### src/rtl/sqrt_arb_pkg.sv
// ---------------------------------------------------------------------------
// sqrt_arb_pkg
//   Shared definitions for the square-root sharing arbiter.
//   - SQRT_DW / SQRT_QW : radicand and root widths of the shared sqrt unit
//   - out_state_t       : state of the one-entry registered result stage
//   - rr_next()         : round-robin pointer advance, wrapping modulo nreq
// ---------------------------------------------------------------------------
package sqrt_arb_pkg;

   localparam int SQRT_DW = 16;
   localparam int SQRT_QW = 8;

   typedef enum logic {
      EMPTY = 1'b0,
      FULL  = 1'b1
   } out_state_t;

   // Priority moves to the requester just after the one that was granted.
   function automatic int unsigned rr_next(input int unsigned ptr,
                                           input int unsigned nreq);
      return (ptr + 1 >= nreq) ? 0 : ptr + 1;
   endfunction

endpackage

### src/rtl/squareroot_AHSQR_k14.sv
// ---------------------------------------------------------------------------
// squareroot_AHSQR_k14
//   Combinational 16-bit square-root unit.
//   Ports:
//     R        in  16  radicand
//     final_op out  8  root, floor(sqrt(R)); 65535 -> 255, 0 -> 0
//   Digit-by-digit restoring recurrence, unrolled over the 8 root bits.
// ---------------------------------------------------------------------------
module squareroot_AHSQR_k14
   import sqrt_arb_pkg::*;
(
   input  logic [SQRT_DW-1:0] R,
   output logic [SQRT_QW-1:0] final_op
);

   logic [17:0]        rem;
   logic [17:0]        trial;
   logic [SQRT_QW-1:0] root;

   always_comb begin
      rem   = '0;
      trial = '0;
      root  = '0;
      for (int i = SQRT_QW - 1; i >= 0; i--) begin
         // Bring down the next radicand bit pair and try root digit 1.
         rem   = {rem[15:0], R[2*i +: 2]};
         trial = {8'd0, root, 2'b01};
         if (rem >= trial) begin
            rem  = rem - trial;
            root = {root[SQRT_QW-2:0], 1'b1};
         end else begin
            root = {root[SQRT_QW-2:0], 1'b0};
         end
      end
      final_op = root;
   end

endmodule

### src/rtl/sqrt_share_arbiter.sv
// ---------------------------------------------------------------------------
// sqrt_share_arbiter
//   Shares one combinational square-root unit among NREQ requesters with
//   round-robin arbitration and a one-entry registered result stage.
//   Ports:
//     clk, rst    clock (rising edge), synchronous active-high reset
//     req_valid   per-requester radicand valid
//     req_data    packed radicands, lane i = req_data[i*DW +: DW]
//     req_ready   one-hot grant, combinational
//     rsp_valid   result valid
//     rsp_data    root of the accepted radicand
//     rsp_id      requester index of rsp_data
//     rsp_ready   downstream accepts the result
//     accept_cnt  total accepted requests, wraps modulo 2^32
//   Build option: define SQRT_ARB_FIXED_PRIO_EN for fixed priority (lowest
//   index wins, no rotating pointer).
//
//   Handshake: a transfer happens on a rising edge where valid and ready are
//   both 1. A requester holds valid and data stable until it sees ready; the
//   result stage holds rsp_valid/rsp_data/rsp_id stable until rsp_ready.
// ---------------------------------------------------------------------------
module sqrt_share_arbiter
   import sqrt_arb_pkg::*;
#(
   parameter int NREQ = 4,
   parameter int DW   = SQRT_DW,
   parameter int QW   = SQRT_QW,
   parameter int IDW  = $clog2(NREQ)
)(
   input  logic               clk,
   input  logic               rst,
   input  logic [NREQ-1:0]    req_valid,
   input  logic [NREQ*DW-1:0] req_data,
   output logic [NREQ-1:0]    req_ready,
   output logic               rsp_valid,
   output logic [QW-1:0]      rsp_data,
   output logic [IDW-1:0]     rsp_id,
   input  logic               rsp_ready,
   output logic [31:0]        accept_cnt
);

   out_state_t     state;
   out_state_t     state_next;
   logic           can_accept;
   logic           accept;
   logic           grant_found;
   logic [IDW-1:0] grant_idx;
   logic [DW-1:0]  sqrt_in;
   logic [QW-1:0]  sqrt_out;
   int             cand;

`ifndef SQRT_ARB_FIXED_PRIO_EN
   logic [IDW-1:0] ptr;
`endif

   // Grant search: first valid lane starting at ptr (or at 0 with fixed
   // priority), wrapping around the requester set.
   always_comb begin
      grant_found = 1'b0;
      grant_idx   = '0;
      cand        = 0;
      for (int k = 0; k < NREQ; k++) begin
`ifdef SQRT_ARB_FIXED_PRIO_EN
         cand = k;
`else
         cand = int'(ptr) + k;
         if (cand >= NREQ) cand = cand - NREQ;
`endif
         if (!grant_found && req_valid[cand]) begin
            grant_found = 1'b1;
            grant_idx   = IDW'(cand);
         end
      end
   end

   // State register.
   always_ff @(posedge clk) begin
      if (rst) state <= EMPTY;
      else     state <= state_next;
   end

   // Next-state logic.
   always_comb begin
      state_next = state;
      case (state)
         EMPTY:   state_next = accept ? FULL : EMPTY;
         FULL:    state_next = (rsp_ready && !accept) ? EMPTY : FULL;
         default: state_next = EMPTY;
      endcase
   end

   // Output logic. Reset suppresses any grant in the reset cycle.
   always_comb begin
      rsp_valid  = (state == FULL);
      can_accept = (state == EMPTY) || rsp_ready;
      accept     = can_accept && grant_found && !rst;
      req_ready  = accept ? (NREQ'(1) << grant_idx) : '0;
   end

   // Single shared sqrt unit fed by the granted lane.
   assign sqrt_in = req_data[int'(grant_idx)*DW +: DW];

   squareroot_AHSQR_k14 u_sqrt (
      .R        (sqrt_in),
      .final_op (sqrt_out)
   );

   // Result register and accept counter.
   always_ff @(posedge clk) begin
      if (rst) begin
         rsp_data   <= '0;
         rsp_id     <= '0;
         accept_cnt <= '0;
      end else if (accept) begin
         rsp_data   <= sqrt_out;
         rsp_id     <= grant_idx;
         accept_cnt <= accept_cnt + 32'd1;
      end
   end

`ifndef SQRT_ARB_FIXED_PRIO_EN
   // Priority rotates only on accept; idle cycles leave it in place.
   always_ff @(posedge clk) begin
      if (rst)         ptr <= '0;
      else if (accept) ptr <= IDW'(rr_next(32'(grant_idx), NREQ));
   end
`endif

endmodule

### config.mk
export PLATFORM = sky130hd
export DESIGN_NAME = sqrt_share_arbiter
export DESIGN_NICKNAME = d
export VERILOG_FILES = /design/src/rtl/sqrt_arb_pkg.sv /design/src/rtl/squareroot_AHSQR_k14.sv /design/src/rtl/sqrt_share_arbiter.sv
export SDC_FILE = /design/constraint.sdc
export NUM_CORES = 1
export LEC_CHECK = 0
export ABC_AREA = 1
export CORE_MARGIN = 8
export CORE_UTILIZATION = 49
export DETAILED_ROUTE_END_ITERATION = 10
export PLACE_DENSITY = 0.77
export SYNTH_ARGS = -nofsm -noshare
export SYNTH_HDL_FRONTEND = slang
export SYNTH_SLANG_ARGS = --single-unit
### constraint.sdc
create_clock -name clk -period 11.4 [get_ports clk]
set_clock_uncertainty 0.1 [all_clocks]
set_input_delay 1.14 -clock clk [delete_from_list [all_inputs] [get_ports clk]]
set_output_delay 1.14 -clock clk [all_outputs]
set_load 0.005 [all_outputs]
==> metrics <==
status finished, final reports clean; Setup Viol. Count Final 0; cell taking the most area after synthesis nand2_1; area growth from synthesis to layout 44.9%; Setup Crit Path Kind in -> reg; final hold violations 0; DRC errors left 0; Unique masters post-synth 47; CP Depth 92; clock latency on the worst-skew pair 290 ps; Placement Setup Slack -498 ps; Max stage delay on crit path 350 ps; CTS clk-pin slew, worst paths 60 ps; Synth Flop Type dfxtp_1; Placement Rows 42; final count of pins violating max slew 0; via count 7919; Post-synth ARST share 0%; first-pass GRT wire length 33200 um; met3 wire length 1400 um; Hold Crit Class reg -> reg; r2r startpoint ptr[0]$_SDFFE_PP0P_; H-Tree Depth 2; maxcap violations 0; Die W 131 um; crit path from req_valid[3]; max layer used met4; Final Cycle Share 96.5%; Sink Count 45; r2r setup slk 490 ps; worst path arrival time 11080 ps; crit start category input pin; NumNets Final 1429; Placed Cells 1436; Initial Util 49.5%; Max clock buf depth 2; Synthesis Warnings 0; crit-path max FO 7; Hold Buf Count CTS 0; critical path endpoint rsp_data[0]$_SDFFE_PP0P_; CP required 11480 ps; initial antenna violation count 0; CTS Root Cell clkbuf_16; cell count after synthesis 1103; Mapped Area 0.00645 mm2; R2R depth 90; Setup TNS 0 ps; gr usage total 23.7%; reg2reg end rsp_data[0]$_SDFFE_PP0P_; share of layout cells above drive strength 1 24.6%; # IOs 118; average cell area after synthesis 5.85 um2; Core Box Area 0.0130 mm2; die area 0.0171 mm2; vias in the first global route 7255; Die Y 131 um; total grt overflow 0; drt total wl 21600 um; dpl hpwl 16600 um; fillers 1115; Num CTS Buffers 5; Seq/Total Area, Yosys 14.0%; number of synthesized flops with an enable pin 0; Via density 5.32; Initial DRT Pass Iterations 5; antenna cells 0; met2 WL 10600 um; max frequency 90.9 MHz; Starting DRT DRC Count 477; most numerous cell in the Yosys netlist nand2_1; RSZ-0062 raised after global routing yes; # port buffers 117; WL/cell 14.5 um; CTS tree built; cell mode on critical path nand2_4; met1 wire length 9070 um; largest net degree at the start of global routing 30; Worst slew margin 45.0%; RePlAce Congestion 0.918; CP max-delay cell ha_1; worst path buffer plus inverter count 14; Worst setup EP type flip-flop; setup ws final 401 ps; Worst path top cell family by delay simple AND/OR/NAND/NOR gates; share of the synthesized area in the top cell type 17.8%; Hold WS 367 ps; non-filler instance count after layout 1489; Area contributors post-synth nand2_1 18%, dfxtp_1 14%, inv_1 9.1%; Post-synth top cells 306 x nand2_1, 156 x inv_1, 98 x nor2_1; Tightest Pin Transition 825 ps; Final ANT Viol Nets 0; Yosys reg bits 45; crit path time final 11000 ps
-- through the flow --
stage	utilization, %	area, um2
after CTS	66.3	8640
after global placement	64.1	8350
after floorplan	-	6650
final	71.7	9350
after global routing	71.7	9350
after detailed placement	64.1	8350
-- cell families (layout without fill, tap and decap cells) --
group                      count (synthesis)  after routing  synth area share, %
muxes                                      4              4                0.621
xor gates and xnor gates                  29             29                 3.94
AOI/OAI and AO/OA                        148            148                 13.1
other                                      1              2               0.0581
DFF                                       45             45                 14.0
and+or+nand+nor                          636            636                 47.1
buffers and inverters                    194            403                 12.3
adders and majority gates                 46             46                 8.92
-- worst min-delay path by stage --
stage | startpoint | to | slack [ps] | cells past startpoint
floorplan | rsp_id[0]$_SDFFE_PP0P_ | rsp_id[0]$_SDFFE_PP0P_ | 360 | 2
global placement | rsp_id[0]$_SDFFE_PP0P_ | rsp_id[0]$_SDFFE_PP0P_ | 360 | 2
detailed placement | rsp_id[0]$_SDFFE_PP0P_ | rsp_id[0]$_SDFFE_PP0P_ | 360 | 2
CTS | rsp_id[0]$_SDFFE_PP0P_ | rsp_id[0]$_SDFFE_PP0P_ | 370 | 2
global route | rsp_id[0]$_SDFFE_PP0P_ | rsp_id[0]$_SDFFE_PP0P_ | 410 | 2
finish | rsp_id[0]$_SDFFE_PP0P_ | rsp_id[0]$_SDFFE_PP0P_ | 370 | 2
-- routing by layer --
metal	vias up	track usage (%)
li1	4006	-
met1	3604	28.2
met2	264	41.8
met3	45	3.77
met4	0	8.71
met5	-	0
-- cells in the final DEF (no fill, tap or decap), types with 6 or more instances in the layout --
| cell | synthesis | final |
|---|---|---|
| nand2_1 | 306 | 269 |
| inv_1 | 156 | 143 |
| clkdlybuf4s50_1 | 0 | 113 |
| buf_4 | 1 | 103 |
| nor2_1 | 98 | 90 |
| nand3_1 | 93 | 80 |
| nand2_2 | 26 | 48 |
| dfxtp_1 | 45 | 44 |
| o21ai_0 | 61 | 42 |
| a21oi_1 | 49 | 39 |
| ha_1 | 46 | 35 |
| nand4_1 | 27 | 27 |
| nand2_4 | 7 | 22 |
| nor3_1 | 21 | 20 |
| nand3_2 | 13 | 19 |
| inv_2 | 13 | 17 |
| xor2_1 | 16 | 16 |
| nor2_2 | 9 | 14 |
| xnor2_1 | 13 | 13 |
| nor2_4 | 9 | 12 |
| o21ai_2 | 4 | 12 |
| nand3_4 | 3 | 10 |
| a21oi_2 | 0 | 10 |
| o21a_1 | 10 | 10 |
| ha_4 | 0 | 9 |
| o21ai_1 | 3 | 8 |
| nand3b_1 | 8 | 8 |
| o21ai_4 | 0 | 6 |
-- cell type report --
type                            count  area (um2)  share of cell area, %
Clock buffer                        7         143                   1.53
Clock inverter                      1        30.0                  0.321
Inverter                          171         676                   7.23
Multi-Input combinational cell    865        5360                   57.4
Sequential cell                    45         902                   9.65
Tap cell                          176         220                   2.36
Timing Repair Buffer              224        2010                   21.6
-- worst min-delay path: stages (launching register included) --
cell and delay, ps:
dfxtp_1 310, nand2_1 60, a21oi_1 60
-- sequential cells by signal, summed over array words and instances, names as in the netlist --
register	cells
rsp_id	2
ptr	2
accept_cnt	32
rsp_data	8
rsp_valid	1
-- repair_timing --
action | CTS | global route
endpoints found under the setup margin | 1 | 1
buffers inserted | 8 | 37
gates resized for setup | 10 | 135
pin swaps | 11 | 80
Power is left out: the tool's default activity adds up to more than one toggle a clock period on the data nets, which glitch-free logic cannot reach.
